===== config.mk =====
export PLATFORM = sky130hd
export DESIGN_NAME = uart_rx
export DESIGN_NICKNAME = d
export VERILOG_FILES = /design/src/rtl/uart_pkg.sv /design/src/rtl/sync_2ff.sv /design/src/rtl/uart_rx.sv
export SDC_FILE = /design/constraint.sdc
export NUM_CORES = 1
export LEC_CHECK = 0
export CORE_MARGIN = 1
export CORE_UTILIZATION = 53
export CTS_BUF_LIST = sky130_fd_sc_hd__clkbuf_4
export DETAILED_ROUTE_END_ITERATION = 10
export GPL_TIMING_DRIVEN = 1
export PLACE_DENSITY = 0.78
export SETUP_SLACK_MARGIN = 0.5
export SLEW_MARGIN = 20
export SYNTH_ARGS = -nofsm -noshare
export SYNTH_HDL_FRONTEND = slang
export SYNTH_SLANG_ARGS = --single-unit
export TNS_END_PERCENT = 5

===== constraint.sdc =====
create_clock -name clk -period 1.84 [get_ports clk]
set_input_delay 0.368 -clock clk [delete_from_list [all_inputs] [get_ports clk]]
set_output_delay 0.368 -clock clk [all_outputs]
set_load 0.02 [all_outputs]

===== src/rtl/uart_pkg.sv =====
// Shared UART definitions: FSM state encoding and oversampling constants.
// Used by both the receiver and the transmitter.
package uart_pkg;

    localparam int OVERSAMPLE   = 16;  // s_tick pulses per bit time
    localparam int MID_SAMPLE   = 7;   // tick index at the centre of the start bit
    localparam int DBIT_DEFAULT = 8;   // default data bits per frame

    typedef enum logic [2:0] {
        IDLE,
        START,
        DATA,
        PARITY,
        STOP
    } uart_state_t;

endpackage


===== src/rtl/sync_2ff.sv =====
// Generic two-flop synchronizer for asynchronous single-bit inputs.
// RESET_VAL sets the value both stages take in reset (idle level of the line).
module sync_2ff #(
    parameter int          WIDTH     = 1,
    parameter logic [WIDTH-1:0] RESET_VAL = '0
) (
    input  logic             clk,
    input  logic             reset,
    input  logic [WIDTH-1:0] d,
    output logic [WIDTH-1:0] q
);

    generate
        for (genvar gi = 0; gi < WIDTH; gi++) begin : g_bit
            logic meta_reg;
            logic sync_reg;

            // Two back-to-back flops per bit to settle metastability.
            always_ff @(posedge clk or posedge reset) begin
                if (reset) begin
                    meta_reg <= RESET_VAL[gi];
                    sync_reg <= RESET_VAL[gi];
                end else begin
                    meta_reg <= d[gi];
                    sync_reg <= meta_reg;
                end
            end

            assign q[gi] = sync_reg;
        end
    endgenerate

endmodule


===== src/rtl/uart_rx.sv =====
// UART receiver: 16x oversampled, LSB first, 1 start bit, DBIT data bits, stop bit
// of SB_TICK ticks. Optional parity checking is enabled with `define UART_RX_PARITY_EN,
// which adds a PARITY state, the PARITY_ODD parameter and the parity_err port.
module uart_rx
    import uart_pkg::*;
#(
    parameter int DBIT       = DBIT_DEFAULT,
    parameter int SB_TICK    = 16
`ifdef UART_RX_PARITY_EN
    ,
    parameter int PARITY_ODD = 0
`endif
) (
    input  logic            clk,
    input  logic            reset,
    input  logic            s_tick,
    input  logic            rx,
    output logic [DBIT-1:0] dout,
    output logic            rx_done_tick,
    output logic            frame_err
`ifdef UART_RX_PARITY_EN
    ,
    output logic            parity_err
`endif
);

    // Tick counter must reach both 15 (bit time) and SB_TICK-1 (stop length).
    localparam int SW = ($clog2(SB_TICK) > 4) ? $clog2(SB_TICK) : 4;
    localparam int NW = (DBIT > 1) ? $clog2(DBIT) : 1;

    localparam logic [SW-1:0] S_MID  = SW'(MID_SAMPLE);
    localparam logic [SW-1:0] S_BIT  = SW'(OVERSAMPLE - 1);
    localparam logic [SW-1:0] S_STOP = SW'(SB_TICK - 1);
    localparam logic [NW-1:0] N_LAST = NW'(DBIT - 1);

    logic rx_s;

    uart_state_t     state_reg, state_next;
    logic [SW-1:0]   s_cnt_reg, s_cnt_next;
    logic [NW-1:0]   n_cnt_reg, n_cnt_next;
    logic [DBIT-1:0] shreg_reg, shreg_next;
    logic [DBIT-1:0] dout_reg, dout_next;
    logic            done_reg, done_next;
    logic            ferr_reg, ferr_next;
`ifdef UART_RX_PARITY_EN
    logic            par_reg, par_next;
    logic            perr_reg, perr_next;
`endif

    sync_2ff #(
        .WIDTH     (1),
        .RESET_VAL (1'b1)
    ) u_sync_rx (
        .clk   (clk),
        .reset (reset),
        .d     (rx),
        .q     (rx_s)
    );

    // State, counters, shift register and registered outputs.
    always_ff @(posedge clk or posedge reset) begin
        if (reset) begin
            state_reg <= IDLE;
            s_cnt_reg <= '0;
            n_cnt_reg <= '0;
            shreg_reg <= '0;
            dout_reg  <= '0;
            done_reg  <= 1'b0;
            ferr_reg  <= 1'b0;
`ifdef UART_RX_PARITY_EN
            par_reg   <= 1'b0;
            perr_reg  <= 1'b0;
`endif
        end else begin
            state_reg <= state_next;
            s_cnt_reg <= s_cnt_next;
            n_cnt_reg <= n_cnt_next;
            shreg_reg <= shreg_next;
            dout_reg  <= dout_next;
            done_reg  <= done_next;
            ferr_reg  <= ferr_next;
`ifdef UART_RX_PARITY_EN
            par_reg   <= par_next;
            perr_reg  <= perr_next;
`endif
        end
    end

    // Next-state logic; counters only move on s_tick, except the start-edge detect.
    always_comb begin
        state_next = state_reg;
        s_cnt_next = s_cnt_reg;
        n_cnt_next = n_cnt_reg;
        shreg_next = shreg_reg;
        dout_next  = dout_reg;
        done_next  = 1'b0;
        ferr_next  = ferr_reg;
`ifdef UART_RX_PARITY_EN
        par_next   = par_reg;
        perr_next  = perr_reg;
`endif
        case (state_reg)
            IDLE: begin
                if (!rx_s) begin
                    state_next = START;
                    s_cnt_next = '0;
                end
            end
            START: begin
                if (s_tick) begin
                    if (s_cnt_reg == S_MID) begin
                        if (!rx_s) begin
                            state_next = DATA;
                            s_cnt_next = '0;
                            n_cnt_next = '0;
                        end else begin
                            // Line went back high before the centre: a glitch.
                            state_next = IDLE;
                        end
                    end else begin
                        s_cnt_next = s_cnt_reg + SW'(1);
                    end
                end
            end
            DATA: begin
                if (s_tick) begin
                    if (s_cnt_reg == S_BIT) begin
                        shreg_next = {rx_s, shreg_reg[DBIT-1:1]};
                        s_cnt_next = '0;
                        if (n_cnt_reg == N_LAST) begin
`ifdef UART_RX_PARITY_EN
                            state_next = PARITY;
`else
                            state_next = STOP;
`endif
                        end else begin
                            n_cnt_next = n_cnt_reg + NW'(1);
                        end
                    end else begin
                        s_cnt_next = s_cnt_reg + SW'(1);
                    end
                end
            end
`ifdef UART_RX_PARITY_EN
            PARITY: begin
                if (s_tick) begin
                    if (s_cnt_reg == S_BIT) begin
                        par_next   = rx_s;
                        s_cnt_next = '0;
                        state_next = STOP;
                    end else begin
                        s_cnt_next = s_cnt_reg + SW'(1);
                    end
                end
            end
`endif
            STOP: begin
                if (s_tick) begin
                    if (s_cnt_reg == S_STOP) begin
                        dout_next  = shreg_reg;
                        ferr_next  = ~rx_s;
`ifdef UART_RX_PARITY_EN
                        perr_next  = ((^shreg_reg) ^ par_reg) != 1'(PARITY_ODD);
`endif
                        done_next  = 1'b1;
                        state_next = IDLE;
                    end else begin
                        s_cnt_next = s_cnt_reg + SW'(1);
                    end
                end
            end
            default: state_next = IDLE;
        endcase
    end

    assign dout         = dout_reg;
    assign rx_done_tick = done_reg;
    assign frame_err    = ferr_reg;
`ifdef UART_RX_PARITY_EN
    assign parity_err   = perr_reg;
`endif

endmodule


Yosys cells after proc, flatten, opt, wreduce, memory -nomap -nowiden. Cells that the tools add are included.

$add $sub $neg: 2. Equal/unequal tests: 17. Muxes and demuxes: 28. Bitwise gates (word level): 1. Reduce and logical (&&, ||, !) cells: 8.

Operators with widths (number): 2-to-1 mux 3 bit (14); 2-to-1 mux 4 bit (7); inequality test 2 bit, second input constant (11); one-hot mux 4 bit (4 select lines) (1); one-hot mux 3 bit (4 select lines) (1); AND reduction 8 bit (1); AND reduction 7 bit (1); equality test 3 bit, second input constant (2); one-hot mux 3 bit (2 select lines) (1); AND reduction 3 bit (2); AND reduction 5 bit (1); adder 4 x 1 -> 4 bit, second input constant (1); equality test 4 x 3 -> 1 bit, second input constant (1); equality test 4 bit, second input constant (1); nonzero test 4 bit (1); adder 3 x 1 -> 3 bit, second input constant (1); equality test 3 x 1 -> 1 bit, second input constant (1); equality test 3 x 2 -> 1 bit, second input constant (1); logical NOT 3 bit (1); 2-to-1 mux 1 bit (3); 2-to-1 mux 2 bit (1); nonzero test 2 bit (1); NOT 1 bit (1).

Bits in registers: 30. Output and inout bits: 10. Word-level logic and storage cells: 65.

Logic depth before layout (Yosys ltp).
Word-level depth: 5. Gate-level depth with buffers: 6. Depth with buffers taken out: 6.

Cells and area by module. From an unflattened synthesis, not the netlist that was laid out.

Cells, all modules: 123. Area total of the unflattened synthesis: 1492.7 µm².

Modules (own cells, without submodules): uart_rx (instances 1, cells an instance 120, area an instance 1436.4 µm², sequential area each 700.7 µm²); sync_2ff (instances 1, cells an instance 3, area an instance 56.3 µm², sequential area each 52.6 µm²).

Least setup slack after synthesis. Ideal clock, no wire load.

Path kind: register to register. Start: register state_reg[0]. End: register n_cnt_reg[0]. Setup time: 0.128 ns. Data arrival time: 1.731 ns. Required time: 1.712 ns. Setup slack: -0.018 ns. Cell stages (with the launch flop): 5. Path buffers: 0. Cell sequence: dfrtp_1 > or3b_1 > o32a_1 > nor3_4 > mux2_1.

Cells in the longest elaborated chain, start to end: 3. Elaborated cells on any way between the ends: 11. Those cells by class: eq/ne (8); mux (1); reduce/logical (2).

Ends and longest elaborated chain: start: declaration (RTL line uart_rx.sv:38) `uart_state_t state_reg, state_next;`; start signal: assignment (RTL line uart_rx.sv:75) `state_reg <= state_next;`; equality test 3 x 1 -> 1 bit or equality test 3 x 2 -> 1 bit (tied branches) (RTL line uart_rx.sv:102) `case (state_reg)`; inequality test 2 bit (no line) or nonzero test 2 bit (tied branches); AND reduction 7 bit (no line); end signal: assignment (RTL line uart_rx.sv:77) `n_cnt_reg <= n_cnt_next;`; end: declaration (RTL line uart_rx.sv:40) `logic [NW-1:0] n_cnt_reg, n_cnt_next;`.

Several ways; a longest one is shown, not always the timed one. A chain may end at the register's enable or synchronous reset.

Final worst setup path.
Start: register n_cnt_reg[0]. End: register state_reg[1].

Cells in the longest elaborated chain, start to end: 3.

Ends and longest elaborated chain: equality test 3 bit (RTL line uart_rx.sv:130) `if (n_cnt_reg == N_LAST) begin`; inequality test 2 bit (no line); AND reduction 8 bit (no line).

No other way between the ends.

==> run_results.csv <==
group,metric,value,unit
hold_path,hold_path.class,"reg2reg",
clock_tree,cts.path.max_buffers,2,
yosys,synth_area,1450,µm²
timing,grt_setup_unrepaired,"true",
setup_path,worstPathArrival,2060,ps
placed_design,portBuffers,13,
routing,via_per_inst,5.83,
setup_path,start_kind,"flop",
clock_tree,clock-root-buffer,"clkbuf_4",
timing,finalSetupViolCount,0,
routing,dr.pass1.iters,4,
timing,max_slew_margin,0.697,
clock_tree,clock_sinks,30,
layout,nNetsFinal,168,
yosys,ys_warn_count,0,
placed_design,dpl.cell_count,181,
yosys,syn_avg_cell_area,11.7,µm²
timing,fin_skew,10.8,ps
power,power.density,1210,nW/µm²
grt,antenna_found_initial,0,
grt,grt_max_degree,31,
layout,post-route-cell-area,1880,µm²
timing,hold_violations,0,
yosys,synth.yosys.seq_area_share,0.519,
setup_path,cpMaxStageDelayCell,"dfrtp_1",
hold_path,hold_path_depth,0,
setup_path,ff2ff_path_depth,6,
timing,worst-slew-pin-transition,455,ps
grt,overflow,0,
grt,grt_pass1_wl,4700,µm
yosys,ys_seq_elements,30,
timing,fin_crit_sh,1.00,
placed_design,dpl-instance-area,1750,µm²
power,power.total,2.28,mW
die,die_h,54.4,µm
die,die-width,54.4,µm
grt,grtUsageMet3,0.0889,
run,maxCapViolCount,0,
yosys,yosys_most_used_dff,"dfrtp_1",
setup_path,slowest_delay,380,ps
yosys,synth_cell_types,36,
placed_design,hpwl,2100,µm
clock_tree,cts_tree,"built",
setup_path,worstPathRequired,2060,ps
routing,drtAntennaViolNets,0,
yosys,synth_edf_count,0,
setup_path,critPathBufInv,0,
run_status,status,"finished, final reports clean",
placed_design,gp_congestion,0.911,
die,fp-row-count,18,
layout,fillers,177,
yosys,synthArstFlopShare,1.00,
layout,syn_to_final_growth,29.5,%
clock_tree,cts-htree-levels,2,
die,start_util,0.576,
layout,multi_input_area,727,µm²
layout,final_cell_count_no_fill,192,
die,dieArea,2950,µm²
timing,fin_crit,1840,ps
grt,grt_pass1_vias,1069,
layout,ff_latch_area,754,µm²
die,core,2520,µm²
power,ir_worst_vdd,0.946,mV
clock_tree,worstSkewPairLatency,330,ps
setup_path,cp_num_cells,6,
layout,diodes,0,
routing,drcViolationCount,0,
clock_tree,path_clk_slew,90,ps
routing,drt_iter0_drc,19,
grt,grt.total_usage,0.237,
routing,avgRoutedWirePerCell,16.1,µm
grt,use_met1,0.288,
setup_path,cp_cell_sequence,"ha_2 > ha_4 > a21oi_2 > o211a_1 > nor4_4 > mux2_4",
clock_tree,cts_made_buffers,5,
yosys,syn_inst,124,
placed_design,place_ws,-154,ps
setup_path,critPathKind,"reg2reg",
grt,grt_use_met2,0.370,
timing,layout_setup_ws,0.635,ps
timing,finalMaxSlewViolations,0,
timing,whs,362,ps
setup_path,cp-end-kind,"flop",
yosys,synth_fp_nets,131,
grt,busiest_layer,"met2",
die,io-pin-count,14,
power,leakagePower,0.965,nW
routing,totalWireLength,3090,µm
setup_path,cp_top_family,"flip-flops",
layout,drive_gt1_frac,0.451,
setup_path,worstPathMaxFanout,3,
timing,max_freq,544,MHz
routing,vias,1119,
-- cell usage after synthesis, types with 2 or more instances --
library cell | instances | area [µm²]
dfrtp_1 | 28 | 701
mux2_2 | 18 | 203
nor2_1 | 10 | 37.5
a21oi_1 | 6 | 30.0
inv_1 | 6 | 22.5
nand2_1 | 5 | 18.8
clkbuf_1 | 4 | 15.0
and2_1 | 3 | 18.8
ha_1 | 3 | 37.5
mux2i_1 | 3 | 30.0
nand3_1 | 3 | 15.0
nor2b_1 | 3 | 18.8
o221ai_1 | 3 | 26.3
buf_2 | 2 | 10.0
dfstp_2 | 2 | 52.6
nor3_2 | 2 | 20.0
o21ai_0 | 2 | 10.0
o22ai_1 | 2 | 12.5
or3b_2 | 2 | 17.5
-- cells in the final DEF, fill, tap and decap left out, types with 2 or more instances in the layout --
cell / count
o21ai_0: 2
mux2_4: 2
nor2b_1: 3
dfrtp_1: 27
clkdlybuf4s50_1: 3
mux2_2: 16
o221ai_1: 3
buf_4: 22
nand2_1: 5
and2_1: 3
clkbuf_2: 6
ha_2: 2
nor2_1: 9
or3b_2: 2
a21oi_1: 5
dfstp_2: 2
o22ai_1: 2
nand3_1: 3
clkbuf_4: 5
inv_1: 6
dlymetal6s2s_1: 4
mux2i_1: 3
nor3_4: 2
-- final timing paths --
path	from	end	slack (ps)
worst max register to register	n_cnt_reg[0]	state_reg[1]	0.6
worst min register to register	u_sync_rx.g_bit[0].meta_reg	u_sync_rx.q	360
min in group asynchronous	reset	rx_done_tick	380
worst max-delay path	n_cnt_reg[0]	state_reg[1]	0.6
worst min-delay path	u_sync_rx.g_bit[0].meta_reg	u_sync_rx.q	360
max in group asynchronous	reset	u_sync_rx.g_bit[0].meta_reg	1130
-- where the power goes --
| group | internal (mW) | total, mW | switching (mW) |
|---|---|---|---|
| registers | 0.754 | 0.858 | 0.104 |
| clock network | 0.142 | 0.372 | 0.230 |
| logic | 0.552 | 1.05 | 0.496 |
| total | 1.45 | 2.28 | 0.831 |
-- per-layer routing --
layer,vias to the layer above,part of all wire
li1,520,-
met1,552,0.42
met2,37,0.50
met3,10,0.062
met4,0,0.020
met5,-,0
-- stage by stage --
| stage | TNS [ps] | utilization |
|---|---|---|
| 5_1_grt | -179 | 0.746 |
| 3_3_place_gp | -835 | 0.693 |
| 2_1_floorplan | 0 | - |
| 6_report | 0 | 0.746 |
| 3_5_place_dp | -1200 | 0.693 |
| 4_1_cts | 0 | 0.733 |
-- layout make-up --
type,instances,share of cell area
multi-input cells,82,0.386
clock buffers,5,0.0199
inverters,6,0.0120
well taps,30,0.0199
repair buffers,36,0.152
clock inverters,3,0.00864
flip-flops and latches,30,0.401
-- repair_timing --
item,CTS,global route
hold buffers,0,0
endpoints found under the hold margin,0,0
pin swaps,0,7
buffers inserted,2,1
endpoints found under the setup margin,38,38
resized for setup,6,26
-- cell families after synthesis --
family	share of synthesized area
simple gates	0.140
flops	0.519
fa+ha+maj	0.0258
xor+xnor	0.00603
compound gates	0.109
mux	0.168
buf+inv	0.0327
No activity file was read; power rests on OpenSTA's default activity.
